[src/rtl/axi_stom_select_s2.sv]
// Response-select generator for one master port: tracks outstanding AR/AW
// transactions, steers R/B arbitration and holds issue to a different slave.
module axi_stom_select_s2_trk #(
    parameter int NUM   = 2,
    parameter int W_CID = 4,
    parameter int W_MID = 4,
    parameter int MID   = 0,
    parameter int W_CNT = 4
) (
    input  logic                              ACLK,
    input  logic                              ARESETn,
    input  logic                              i_valid,
    input  logic                              i_ready,
    input  logic [NUM:0]                      i_sel,
    output logic                              o_hold,
    input  logic [(NUM+1)*(W_MID+W_CID)-1:0]  i_id,
    input  logic [NUM:0]                      i_svalid,
    input  logic [NUM:0]                      i_slast,
    input  logic                              i_mready,
    input  logic [NUM:0]                      i_grant,
    output logic [NUM:0]                      o_select,
    output logic                              o_err
);
    localparam int W_ID = W_MID + W_CID;

    logic [W_CNT-1:0] r_cnt;
    logic [NUM:0]     r_tgt;
    logic             r_err;

    logic w_issue, w_retire, w_max, w_zero;

    assign w_issue  = i_valid & i_ready;
    assign w_retire = (|(i_grant & i_svalid & i_slast)) & i_mready;
    assign w_max    = &r_cnt;
    assign w_zero   = (r_cnt == '0);

    always_ff @(posedge ACLK or negedge ARESETn) begin
        if (!ARESETn) begin
            r_cnt <= '0;
            r_tgt <= '0;
            r_err <= 1'b0;
        end else begin
            // Target follows the latest issue; cleared only when the last one drains.
            if (w_issue)
                r_tgt <= i_sel;
            else if (w_retire && r_cnt == W_CNT'(1))
                r_tgt <= '0;

            if (w_issue && !w_retire && !w_max)
                r_cnt <= r_cnt + 1'b1;
            else if (w_retire && !w_issue && !w_zero)
                r_cnt <= r_cnt - 1'b1;

            if ((w_retire && w_zero) || (w_issue && !w_retire && w_max))
                r_err <= 1'b1;
        end
    end

    assign o_hold = (!w_zero && (i_sel != r_tgt) && i_valid) || w_max;
    assign o_err  = r_err;

    for (genvar k = 0; k <= NUM; k++) begin : g_sel
        assign o_select[k] = i_svalid[k] & (i_id[k*W_ID+W_CID +: W_MID] == W_MID'(MID))
                             & r_tgt[k] & !w_zero;
    end
endmodule

module axi_stom_select_s2 #(
    parameter int NUM   = 2,
    parameter int W_CID = 4,
    parameter int W_MID = 4,
    parameter int MID   = 0,
    parameter int W_CNT = 4
) (
    input  logic                              ACLK,
    input  logic                              ARESETn,
    input  logic                              M_ARVALID,
    input  logic                              M_ARREADY,
    input  logic [NUM:0]                      ARSEL,
    output logic                              ARHOLD,
    input  logic [(NUM+1)*(W_MID+W_CID)-1:0]  S_RID,
    input  logic [NUM:0]                      S_RVALID,
    input  logic [NUM:0]                      S_RLAST,
    input  logic                              M_RREADY,
    input  logic [NUM:0]                      RGRANT,
    output logic [NUM:0]                      RSELECT,
    input  logic                              M_AWVALID,
    input  logic                              M_AWREADY,
    input  logic [NUM:0]                      AWSEL,
    output logic                              AWHOLD,
    input  logic [(NUM+1)*(W_MID+W_CID)-1:0]  S_BID,
    input  logic [NUM:0]                      S_BVALID,
    input  logic                              M_BREADY,
    input  logic [NUM:0]                      BGRANT,
    output logic [NUM:0]                      BSELECT,
    output logic                              RERR,
    output logic                              BERR
);
    axi_stom_select_s2_trk #(
        .NUM(NUM), .W_CID(W_CID), .W_MID(W_MID), .MID(MID), .W_CNT(W_CNT)
    ) u_rd (
        .ACLK(ACLK), .ARESETn(ARESETn),
        .i_valid(M_ARVALID), .i_ready(M_ARREADY), .i_sel(ARSEL), .o_hold(ARHOLD),
        .i_id(S_RID), .i_svalid(S_RVALID), .i_slast(S_RLAST), .i_mready(M_RREADY),
        .i_grant(RGRANT), .o_select(RSELECT), .o_err(RERR)
    );

    // B channel has single-beat responses, so every granted beat is a last beat.
    axi_stom_select_s2_trk #(
        .NUM(NUM), .W_CID(W_CID), .W_MID(W_MID), .MID(MID), .W_CNT(W_CNT)
    ) u_wr (
        .ACLK(ACLK), .ARESETn(ARESETn),
        .i_valid(M_AWVALID), .i_ready(M_AWREADY), .i_sel(AWSEL), .o_hold(AWHOLD),
        .i_id(S_BID), .i_svalid(S_BVALID), .i_slast({(NUM+1){1'b1}}), .i_mready(M_BREADY),
        .i_grant(BGRANT), .o_select(BSELECT), .o_err(BERR)
    );
endmodule
[config.mk]
export PLATFORM = sky130hd
export DESIGN_NAME = axi_stom_select_s2
export DESIGN_NICKNAME = d
export VERILOG_FILES = /design/src/rtl/axi_stom_select_s2.sv
export SDC_FILE = /design/constraint.sdc
export NUM_CORES = 1
export LEC_CHECK = 0
export ABC_CLOCK_PERIOD_IN_PS = 5000
export CAP_MARGIN = 20
export CORE_ASPECT_RATIO = 0.7
export CORE_MARGIN = 4
export CORE_UTILIZATION = 37
export DETAILED_ROUTE_END_ITERATION = 12
export PLACE_DENSITY = 0.87
export SETUP_SLACK_MARGIN = 0.3
export SLEW_MARGIN = 15
export SYNTH_ARGS = -nofsm -noshare
export SYNTH_HDL_FRONTEND = slang
export SYNTH_SLANG_ARGS = --single-unit
[constraint.sdc]
create_clock -name ACLK -period 5 [get_ports ACLK]
set_input_delay 1 -clock ACLK [delete_from_list [all_inputs] [get_ports ACLK]]
set_output_delay 1 -clock ACLK [all_outputs]
set_load 0.01 [all_outputs]
# Word level (Yosys, flattened, before mapping)

Index checks and enable logic that the tools add are counted.

Input port bits: 77
Word-level logic and storage cells: 93
Output and inout bits: 10
Bits in registers: 16

Equal/unequal tests: 4
Reduce and logical (&&, ||, !) cells: 46
Bitwise gates (word level): 25
Mux-type cells: 8
Add/subtract/negate cells: 4

Operators with widths:

| cell                                              | count |
|---|---|
| zero test 4 bit                                   | 8 |
| AND 1 bit                                         | 22 |
| logical AND 1 bit                                 | 18 |
| 2-to-1 mux 4 bit                                  | 4 |
| 2-to-1 mux 3 bit                                  | 4 |
| AND 3 bit                                         | 3 |
| adder 4 x 1 -> 4 bit (second input constant)      | 2 |
| == test 4 x 1 -> 1 bit (second input constant)    | 2 |
| zero test 1 bit                                   | 8 |
| AND reduction 4 bit                               | 2 |
| nonzero test 2 bit                                | 4 |
| subtractor 4 x 1 -> 4 bit (second input constant) | 2 |
| inequality test 3 bit                             | 2 |
| OR reduction 3 bit                                | 2 |
| logical OR 1 bit                                  | 4 |

# Depth between registers and ports, before layout

Depth in word-level cells: 8
Mapped depth: 6
Mapped depth without buffers: 6

# Hierarchy

Synthesis repeated with hierarchy kept, for this count alone.

Cell total of the unflattened synthesis: 155
Area total of the unflattened synthesis: 1300.0 µm²

By module, submodules not included:

| module                 | cells each | seq. area each (µm²) | area each (µm²) | times used |
|---|---|---|---|---|
| axi_stom_select_s2_trk | 77         | 200.2                | 648.1           | 2 |
| axi_stom_select_s2     | 1          | 0.0                  | 3.8             | 1 |

# Worst setup path after synthesis

No wires, ideal clock.

Path type: in2out
Start: in AWSEL[0]
End: out AWHOLD
Stages on the path: 3
Buffers on the path: 0
Slack: 2435 ps
Required time: 4000 ps
Arrival time: 1565 ps
Cells stage by stage: xor2_1 o311ai_0 nand2_1

Word-level cells in the longest chain between the ends: 4

Ends and longest elaborated chain:

| item                           | line | source |
|---|---|---|
| from (decl)                    | 89   | `input logic [NUM:0] AWSEL,` |
| inequality test 3 bit          | 59   | `assign o_hold = (!w_zero && (i_sel != r_tgt) && i_valid) \|\| w_max;` |
| logical AND 1 bit (2 in a row) | 59   |  |
| logical OR 1 bit               | 59   |  |
| to (decl)                      | 90   | `output logic AWHOLD,` |

Every way passes these cells.

# Final worst setup path

Start: in S_RID[5]
End: out RSELECT[0]

Word-level cells in the longest chain between the ends: 4

Ends and longest elaborated chain:

| item                   | line | source |
|---|---|---|
| from (decl)            | 81   | `input logic [(NUM+1)*(W_MID+W_CID)-1:0] S_RID,` |
| zero test 4 bit        | 63   | `assign o_select[k] = i_svalid[k] & (i_id[k*W_ID+W_CID +: W_MID] == W_MID'(MID))` |
| AND 1 bit              | 63   |  |
| AND 1 bit (2 in a row) | 64   | `& r_tgt[k] & !w_zero;` |
| to (decl)              | 86   | `output logic [NUM:0] RSELECT,` |

Every way passes these cells.

==> flow_metrics.env <==
export IMPL_cts_clk_slew_worst_paths_ps=60
export IMPL_cts_hold_repair_buffers=0
export IMPL_synth_edf_count=0
export IMPL_area_overhead_of_the_layout_relative_to_synthesis_pct=60.15
export IMPL_report_final_slew_viol_count=0
export IMPL_max_freq_mhz=286.8
export IMPL_cpPeakStageDelay_ps=540
export IMPL_grt_use_met3_pct=3.398
export IMPL_grt_util_all_layers_pct=16.79
export IMPL_numPortBuffers=62
export IMPL_cell_count_after_synthesis=138
export IMPL_io_pin_count=87
export IMPL_critical_path_buf_inv_count=2
export IMPL_postCtsSetupBuffers=0
export IMPL_critPathArrivalTime_ps=2490
export IMPL_static_leakage_power_nw=0.8001
export IMPL_diodes=0
export IMPL_postSynth_topFlopCell="sky130_fd_sc_hd__dfrtp_1"
export IMPL_final_setup_tns_ps=0
export IMPL_dr_pass1_iterations=4
export IMPL_yosys_area_share_xor_xnor_pct=6.556
export IMPL_synth_lib_cells_used_distinct=38
export IMPL_dieWidth_um=76.14
export IMPL_post_synth_top_area_cell="sky130_fd_sc_hd__dfrtp_1"
export IMPL_crit_reg_reg_startpoint="u_wr.r_cnt[0]$_DFFE_PN0P_"
export IMPL_hold_path_class="flip-flop to flip-flop"
export IMPL_timing_hold_violations_final=0
export IMPL_tritoncts_num_buffers=3
export IMPL_synth_fa_ha_area_share_pct=6.243
export IMPL_globalRouteMet1Util_pct=25.13
export IMPL_worst_ep_required_time_ps=4000
export IMPL_synth_net_count=221
export IMPL_crit_top_cell="sky130_fd_sc_hd__clkdlybuf4s50_1"
export IMPL_hold_slack_ps=470.1
export IMPL_initial_core_util_pct=38.46
export IMPL_tritoncts_clock_tree="done"
export IMPL_post_synth_main_area_contributors="sky130_fd_sc_hd__dfrtp_1, sky130_fd_sc_hd__nand2_1, sky130_fd_sc_hd__ha_1"
export IMPL_worst_path_max_delay_cell="sky130_fd_sc_hd__clkdlybuf4s50_1"
export IMPL_synthArstFlopShare_pct=100.0
export IMPL_die_y_um=55.70
export IMPL_yosysWarnings=0
export IMPL_path_depth=5
export IMPL_cts_root_buf="sky130_fd_sc_hd__clkbuf_8"
export IMPL_largest_net_degree_at_the_start_of_global_routing=17
export IMPL_synth_simple_gate_area_share_pct=33.92
export IMPL_max_slew_margin_pct=48.97
export IMPL_critical_path_end_type="output pin"
export IMPL_grt_pass1_wl_um=5837
export IMPL_critPathMaxFanout=1
export IMPL_worstSetupStartpointType="input port"
export IMPL_syn_mean_instance_area_um2=8.713
export IMPL_detail_route_wirelength_um=3633
export IMPL_synth_largest_type_area_fraction_pct=33.30
export IMPL_h_tree_depth=1
export IMPL_total_drc_errors_in_the_routed_layout=0
export IMPL_dp_worst_setup_slack_ps=1501
export IMPL_clkLatencyLatePin_ps=250
export IMPL_place_hpwl_um=3026
export IMPL_timing_reg2reg_worst_path_depth=6
export IMPL_drv_cap=0
export IMPL_crit_type="input port to output pin"
export IMPL_crit_chain="clkdlybuf4s50_1, nor4_1, nand3_1, nor2_1, clkdlybuf4s50_1"
export IMPL_critical_path_endpoint="RSELECT[0]"
export IMPL_gp_congestion=0.8104
export IMPL_report_final_setup_viol=0
export IMPL_die_area_mm2=0.004240
export IMPL_vdd_ir_drop_max_v=0.0001620
export IMPL_cts_max_path_buffers=2
export IMPL_finish_cell_count_without_fillers=242
export IMPL_setup_reg_to_reg_worst_slack_ps=3100
export IMPL_ant_nets=0
export IMPL_sequential_element_share_of_the_synthesized_area_pct=33.30
export IMPL_synth_compound_gate_area_share_pct=14.36
export IMPL_grt_pass1_vias=1185
export IMPL_fraction_of_final_layout_cells_with_drive_strength_greater_than_1_pct=7.353
export IMPL_clkSinkCount=16
export IMPL_detailedRoute_firstIterationViolations=111
export IMPL_mux_contribution_to_synthesized_area_pct=3.746
export IMPL_core_mm2=0.003127
export IMPL_run_status="completed"
export IMPL_skew_ps=0.7814
export IMPL_overflow_left_after_global_routing=0
export IMPL_use_met2_pct=24.88
export IMPL_numPlacedInstances=238
export IMPL_drt_vias_per_instance=5.306
export IMPL_final_period_utilization_pct=69.73
export IMPL_core_rowCount=17
export IMPL_grt_antenna_before_repair=0
export IMPL_timing_worst_slew_pin_value_ps=763.1
export IMPL_postLayoutSetupSlackWorst_ps=1514
export IMPL_route_detailed_wl_per_inst_um=15.01
export IMPL_layout_min_cycle_time_ps=3486
export IMPL_synth_seq_cells=16
export IMPL_power_density_of_the_placed_cells_mw_per_mm2=344.5
export IMPL_main_combinational_cell_family_by_area_after_synthesis="simple AND/OR/NAND/NOR gates"
export IMPL_gr_max_usage_layer="met1"
export IMPL_post_layout_nets=288
export IMPL_dr_total_vias=1284
export IMPL_resized_cells_post_cts=0
export IMPL_grt_setup_unrepaired="no"
export IMPL_critical_path_reg2reg_endpoint="u_wr.r_cnt[1]$_DFFE_PN0P_"
export IMPL_crit_family="buffers and inverters"
export IMPL_setup_worst_path_start="S_RID[5]"
export IMPL_syn_cell_area_mm2=0.001202
==> layer usage <==
layer  share of wire, %  up-vias
li1                   -      638
met1                 48      614
met2                 47       30
met3                4.1        2
met4               0.22        0
met5                  0        -
==> worst min-delay path by stage <==
stage                           startpoint                     end  slack [ps]  cells after the start
CTS                 u_rd.o_err$_DFFE_PN0P_  u_rd.o_err$_DFFE_PN0P_         480                      1
finish              u_wr.o_err$_DFFE_PN0P_  u_wr.o_err$_DFFE_PN0P_         470                      1
floorplan           u_wr.o_err$_DFFE_PN0P_  u_wr.o_err$_DFFE_PN0P_         500                      1
detailed placement  u_rd.o_err$_DFFE_PN0P_  u_rd.o_err$_DFFE_PN0P_         460                      1
global route        u_wr.o_err$_DFFE_PN0P_  u_wr.o_err$_DFFE_PN0P_         490                      1
global placement    u_rd.o_err$_DFFE_PN0P_  u_rd.o_err$_DFFE_PN0P_         450                      1
==> layout by cell type (no fill, tap or decap), drive strengths merged, types with 2 or more instances in the layout <==
cell / instances
nor3b: 3
nand4: 3
and2: 3
mux4: 2
xnor2: 2
clkdlybuf4s50: 62
dfrtp: 16
a21oi: 3
nor2: 11
nand2b: 4
nor4: 6
inv: 6
nand2: 23
nand3: 11
o21ai: 8
xor2: 7
and3: 5
a211o: 2
clkbuf: 4
nor3: 2
ha: 6
==> kinds of logic (layout without fill, tap and decap cells) <==
group	count (synthesis)	count (layout)
flops	16	16
fa+ha+maj	6	6
mux	2	2
simple gates	75	75
buf+inv	6	72
xor+xnor	9	9
compound gates	24	24
==> synthesized netlist by cell type, types with 2 or more instances <==
cell                       count
sky130_fd_sc_hd__dfrtp_1      16
sky130_fd_sc_hd__o21ai_1       6
sky130_fd_sc_hd__nor4_1        6
sky130_fd_sc_hd__a211o_1       2
sky130_fd_sc_hd__inv_1         6
sky130_fd_sc_hd__nor3b_2       2
sky130_fd_sc_hd__xor2_1        7
sky130_fd_sc_hd__mux4_2        2
sky130_fd_sc_hd__nor2_1       11
sky130_fd_sc_hd__nand4_1       3
sky130_fd_sc_hd__nor3_1        2
sky130_fd_sc_hd__ha_1          6
sky130_fd_sc_hd__a21oi_1       3
sky130_fd_sc_hd__o21ai_0       2
sky130_fd_sc_hd__xnor2_1       2
sky130_fd_sc_hd__nand2_1      23
sky130_fd_sc_hd__and2_1        2
sky130_fd_sc_hd__nand3_1      11
sky130_fd_sc_hd__nand2b_1      4
sky130_fd_sc_hd__and3_1        4
==> flip-flops by register name (all words and copies together) (netlist names) <==
name / cells
u_wr.r_tgt: 3
u_rd.o_err: 1
u_wr.r_cnt: 4
u_wr.o_err: 1
u_rd.r_tgt: 3
u_rd.r_cnt: 4
==> power by group <==
group,internal (mW),switching (mW),total [mW],leakage (nW)
sequential,0.178,0.0698,0.248,0.186
clock,0.0699,0.0447,0.115,0.0288
combinational,0.171,0.130,0.301,0.585
total,0.419,0.245,0.663,0.800
==> area by class of cell <==
| class | instances | area, µm² |
|---|---|---|
| clock buffer | 4 | 55.05 |
| sequential | 16 | 400.4 |
| fill | 259 | 1201 |
| multi-input combinational | 116 | 779.5 |
| timing repair buffer | 62 | 620.6 |
| tap | 38 | 47.55 |
| inverter | 6 | 22.52 |
==> per-stage QoR <==
stage               total power, mW  instance area, µm²  utilization, %
global placement             0.5324                1871           59.82
detailed placement           0.5476                1871           59.82
global route                 0.7072                1926           61.58
finish                       0.6633                1926           61.58
floorplan                    0.4217                1202               -
CTS                          0.6651                1926           61.58
Note: power is estimated with default switching activity, not from simulation.
